$ cat src/rtl/apa102_strip_rx.sv
// APA102-style strip receiver: decodes the sclk/sdata LED stream into pixel
// writes, frame-end pulses and protocol-error pulses in the clk domain.
module apa102_strip_rx #(
    parameter int NUM_LEDS       = 64,
    parameter int TIMEOUT_CYCLES = 4096
) (
    input  logic                          clk,
    input  logic                          reset,
    input  logic                          sclk_in,
    input  logic                          sdata_in,
    output logic                          pix_we,
    output logic [$clog2(NUM_LEDS)-1:0]   pix_addr,
    output logic [4:0]                    pix_bright,
    output logic [23:0]                   pix_rgb,
    output logic                          frame_done,
    output logic [$clog2(NUM_LEDS):0]     frame_leds,
    output logic                          overflow,
    output logic                          proto_err,
    output logic                          synced
);

    localparam int AW = $clog2(NUM_LEDS);
    localparam int TW = $clog2(TIMEOUT_CYCLES + 1);

    localparam logic [1:0] ST_HUNT  = 2'd0;
    localparam logic [1:0] ST_IDLE  = 2'd1;
    localparam logic [1:0] ST_FRAME = 2'd2;

    localparam logic [AW:0]   LED_LIMIT = (AW+1)'(NUM_LEDS);
    localparam logic [AW:0]   LED_SAT   = '1;
    localparam logic [TW-1:0] TO_LAST   = TW'(TIMEOUT_CYCLES - 1);

    logic          sclk_s1, sclk_s2, sclk_prev;
    logic          sdata_s1, sdata_s2;
    logic [1:0]    state;
    logic [31:0]   shift_reg;
    logic [4:0]    bit_cnt;
    logic [5:0]    zero_cnt;
    logic [AW:0]   led_cnt;
    logic [TW-1:0] timeout_cnt;

    logic          sclk_edge;
    logic          bit_val;
    logic [31:0]   word_next;

    assign sclk_edge = sclk_s2 & ~sclk_prev;
    assign bit_val   = sdata_s2;
    assign word_next = {shift_reg[30:0], bit_val};
    assign synced    = (state == ST_IDLE) || (state == ST_FRAME);

    always_ff @(posedge clk) begin
        if (reset) begin
            // NOTE: the synchronizer flops are reset too, so an sclk that is high
            // when reset drops shows up as one edge and therefore one bit.
            sclk_s1     <= 1'b0;
            sclk_s2     <= 1'b0;
            sclk_prev   <= 1'b0;
            sdata_s1    <= 1'b0;
            sdata_s2    <= 1'b0;
            state       <= ST_HUNT;
            shift_reg   <= '0;
            bit_cnt     <= '0;
            zero_cnt    <= '0;
            led_cnt     <= '0;
            timeout_cnt <= '0;
            pix_we      <= 1'b0;
            pix_addr    <= '0;
            pix_bright  <= '0;
            pix_rgb     <= '0;
            frame_done  <= 1'b0;
            frame_leds  <= '0;
            overflow    <= 1'b0;
            proto_err   <= 1'b0;
        end else begin
            sclk_s1    <= sclk_in;
            sclk_s2    <= sclk_s1;
            sclk_prev  <= sclk_s2;
            sdata_s1   <= sdata_in;
            sdata_s2   <= sdata_s1;
            pix_we     <= 1'b0;
            frame_done <= 1'b0;
            proto_err  <= 1'b0;

            case (state)
                ST_HUNT: begin
                    timeout_cnt <= '0;
                    if (sclk_edge) begin
                        if (bit_val) begin
                            zero_cnt <= '0;
                        end else if (zero_cnt == 6'd31) begin
                            zero_cnt <= '0;
                            state    <= ST_IDLE;
                        end else begin
                            zero_cnt <= zero_cnt + 6'd1;
                        end
                    end
                end

                ST_IDLE: begin
                    timeout_cnt <= '0;
                    if (sclk_edge && bit_val) begin
                        shift_reg <= 32'd1;
                        bit_cnt   <= 5'd1;
                        led_cnt   <= '0;
                        overflow  <= 1'b0;
                        state     <= ST_FRAME;
                    end
                end

                ST_FRAME: begin
                    if (sclk_edge) begin
                        timeout_cnt <= '0;
                        shift_reg   <= word_next;
                        if (bit_cnt == 5'd31) begin
                            bit_cnt <= '0;
                            if (word_next[31:29] == 3'b111) begin
                                if (led_cnt < LED_LIMIT) begin
                                    pix_we     <= 1'b1;
                                    pix_addr   <= led_cnt[AW-1:0];
                                    pix_bright <= word_next[28:24];
                                    pix_rgb    <= {word_next[7:0], word_next[15:8], word_next[23:16]};
                                end else begin
                                    overflow <= 1'b1;
                                end
                                if (led_cnt != LED_SAT) begin
                                    led_cnt <= led_cnt + 1'b1;
                                end
                            end else if (word_next == 32'd0) begin
                                frame_done <= 1'b1;
                                frame_leds <= led_cnt;
                                state      <= ST_IDLE;
                            end else begin
                                proto_err <= 1'b1;
                                zero_cnt  <= '0;
                                state     <= ST_HUNT;
                            end
                        end else begin
                            bit_cnt <= bit_cnt + 5'd1;
                        end
                    end else if (timeout_cnt == TO_LAST) begin
                        // sclk stalled: close the frame with the words completed so far
                        timeout_cnt <= '0;
                        frame_done  <= 1'b1;
                        frame_leds  <= led_cnt;
                        bit_cnt     <= '0;
                        shift_reg   <= '0;
                        zero_cnt    <= '0;
                        state       <= ST_HUNT;
                    end else begin
                        timeout_cnt <= timeout_cnt + 1'b1;
                    end
                end

                default: begin
                    state <= ST_HUNT;
                end
            endcase
        end
    end

endmodule

$ cat config.mk
export PLATFORM = sky130hd
export DESIGN_NAME = apa102_strip_rx
export DESIGN_NICKNAME = d
export VERILOG_FILES = /design/src/rtl/apa102_strip_rx.sv
export SDC_FILE = /design/constraint.sdc
export NUM_CORES = 1
export LEC_CHECK = 0
export CELL_PAD_IN_SITES_DETAIL_PLACEMENT = 1
export CELL_PAD_IN_SITES_GLOBAL_PLACEMENT = 1
export CORE_ASPECT_RATIO = 1.25
export CORE_MARGIN = 5
export CORE_UTILIZATION = 42
export DETAILED_ROUTE_END_ITERATION = 8
export PLACE_DENSITY = 0.82
export SLEW_MARGIN = 20
export SYNTH_ARGS = -nofsm -noshare
export SYNTH_HDL_FRONTEND = slang
export SYNTH_SLANG_ARGS = --single-unit
export TNS_END_PERCENT = 30
$ cat constraint.sdc
create_clock -name clk -period 2.7 [get_ports clk]
set_input_delay 0.81 -clock clk [delete_from_list [all_inputs] [get_ports clk]]
set_output_delay 0.81 -clock clk [all_outputs]
set_load 0.03 [all_outputs]
==> results.cfg <==
[global_routing]
met1_usage_pct = 21.4
met2_usage_pct = 38.3
busiest_layer = met2
grt.total_usage_pct = 20.1
antenna_found_initial = 0
grt_overflow = 0
grt_use_met3_pct = 4.45
grt_first_pass_wirelength_mm = 22.3
grt_max_degree = 56
grt_pass1_vias = 4672

[layout]
largest_reg_flops = 31
fillers = 1387
final_area_um2 = 6030
fin_nets = 654
syn_to_final_growth_pct = 24.0
finish.utilization_pct = 52.4
final_common_cell = nand2_1
n_antenna_cell = 0
drive_above_1_share_pct = 8.91
layout_common_cells = nand2_1, dfxtp_1, a21oi_1

[die]
die-area_um2 = 13900
coreArea_um2 = 11500
ios = 51
fp-row-count = 44
die-width_um = 106
start_util_pct = 42.3
die_y_um = 130

[synth]
synth_top_cell_by_area = dfxtp_1
synth_top_flop_cell = dfxtp_1
syn_inst = 589
yosysWarnings = 0
synth_top_area_share_pct = 47.3
syn_nets = 603
synth_seq_cells = 115
yosys.cell_types.count = 59
postSynthAreaPerCell_um2 = 8.26
synth_edf_count = 0
synth_seq_area_share_pct = 47.3
synth_area_leaders = dfxtp_1, nand2_1, a21oi_1, nand3_1, ha_1
synthArstFlopShare_pct = 0
syn_area_um2 = 4870

[hold_path]
min_path_type = flip-flop to flip-flop

[timing]
setup_viol = 0
fin_tns_setup_ps = 0
finalCritPeriodShare_pct = 93.2
tightest_slew_ps = 557
final_hold_viol_count = 0
max_freq_mhz = 397
finalCriticalPeriod_ps = 2520
grt_setup_unrepaired = false
layout_setup_ws_ps = 184
slew_headroom_pct = 62.8
skew_ps = 8.97
drv_slew = 0

[drt]
drcViolationCount = 0
routed_wl_mm = 13.3
vias = 4444
post_drt_wl_per_cell_um = 16.9
ant_nets = 0
dr.pass1.iters = 4
drt_iter0_drc = 207
viasPerCell = 5.63

[setup_path]
worst_ep_arrival_time_ps = 1710
r2r_start = bit_cnt[0]
setup.worst_path.end = synced
crit_required_ps = 1890
critPathLaunchType = flip-flop
path_buf_inv = 2
reg2reg_depth = 8
criticalPathCategory = flip-flop to output pin
cpMaxStageDelayCell = dlygate4sd2_1
reg2reg_to = led_cnt[4]
r2r_slack_ps = 320
cp-startpoint = state[0]
crit_path_end_kind = output pin
path_max_fanout = 5
cp.depth = 3
path_cells = inv_1, ha_1, dlygate4sd2_1
cp_top_family = buffers and inverters
cpPeakStageDelay_ps = 430

[outcome]
status = completed

[pwr]
powerDensity_nw_per_um2 = 635
ir_worst_vdd_v = 0.000389
power.total_w = 0.00383
cellLeakagePower_nw = 2.02

[cts]
clkTransAtPathRegs_ps = 50
clock-sinks = 115
cts-root-buf = clkbuf_16
cts_made_buffers = 17
post_cts_buffers = 0
cts_tree = yes
clock_latency_ps = 410
h-tree-depth = 4
ctsLongestPathBuffers = 2

[place]
place.port_buffers = 50
dp_slack_ps = 335
dpl-instance-area_um2 = 5510
place_congestion = 0.837
dp_hpwl_mm = 9.03

[run]
cap_violations = 0
==> Yosys cell counts (8+ instances only) <==
| cell type | instances |
|---|---|
| nor2b_1 | 8 |
| clkbuf_1 | 20 |
| inv_1 | 10 |
| nand4_1 | 9 |
| nor3_1 | 8 |
| nor4_1 | 14 |
| a21oi_1 | 85 |
| nand3_1 | 51 |
| nor2_1 | 31 |
| buf_2 | 12 |
| nand2_1 | 121 |
| ha_1 | 10 |
| o21ai_0 | 16 |
| dfxtp_1 | 115 |
==> report_power, final <==
part           switching [W]  total [W]  internal [W]
combinational      0.0000934   0.000131     0.0000372
sequential        0.00000922    0.00172       0.00171
clock               0.000730    0.00198       0.00125
total               0.000832    0.00383       0.00300
==> area by class of cell <==
| cell class | instances | area, um^2 | area share, % |
|---|---|---|---|
| clock buffer | 25 | 495 | 8.21 |
| clock inverter | 5 | 27.5 | 0.456 |
| tap | 138 | 173 | 2.86 |
| inverter | 10 | 37.5 | 0.622 |
| multi-input combinational | 427 | 2360 | 39.1 |
| sequential | 115 | 2300 | 38.2 |
| timing repair buffer | 69 | 637 | 10.6 |
==> through the flow <==
step / instances / hold WS [ps]
CTS: 789 / 449
detailed placement: 759 / 443
global route: 789 / 461
global placement: 759 / 426
floorplan: 589 / 414
finish: 789 / 447
==> what timing repair did <==
item | 4_1_cts | 5_1_grt
endpoints found under the setup margin | 1 | 0
resized for setup | 1 | 0
hold buffers | 0 | 0
==> per-layer routing <==
metal,vias up,routed length (um)
met1,2197,5400
met4,0,172
met3,12,306
met5,-,0
li1,2173,-
met2,62,7450
==> worst min-delay path by stage <==
stage                     from    endpoint  slack, ps  depth (start not counted)
floorplan             sdata_s1     bit_val        410                          1
global placement      sdata_s1     bit_val        430                          1
detailed placement  pix_rgb[7]  pix_rgb[7]        440                          2
CTS                 pix_rgb[7]  pix_rgb[7]        450                          2
global route        pix_rgb[8]  pix_rgb[8]        460                          2
finish              pix_rgb[7]  pix_rgb[7]        450                          2
==> tightest hold or removal path: stages, from the launching register on <==
cell and delay [ps]:
dfxtp_1 300, nand2_1 50, a21oi_1 50
==> logic make-up after synthesis <==
| kind of cell | share of synthesized area (%) |
|---|---|
| AND/OR/NAND/NOR | 28.2 |
| AO/OA/AOI/OAI | 15.4 |
| flip-flops | 47.3 |
| buffers and inverters | 4.32 |
| XOR/XNOR | 1.80 |
| adder cells (fa/ha/maj) | 2.57 |
| multiplexers | 0.411 |
Note: power is estimated with default switching activity, not from simulation.
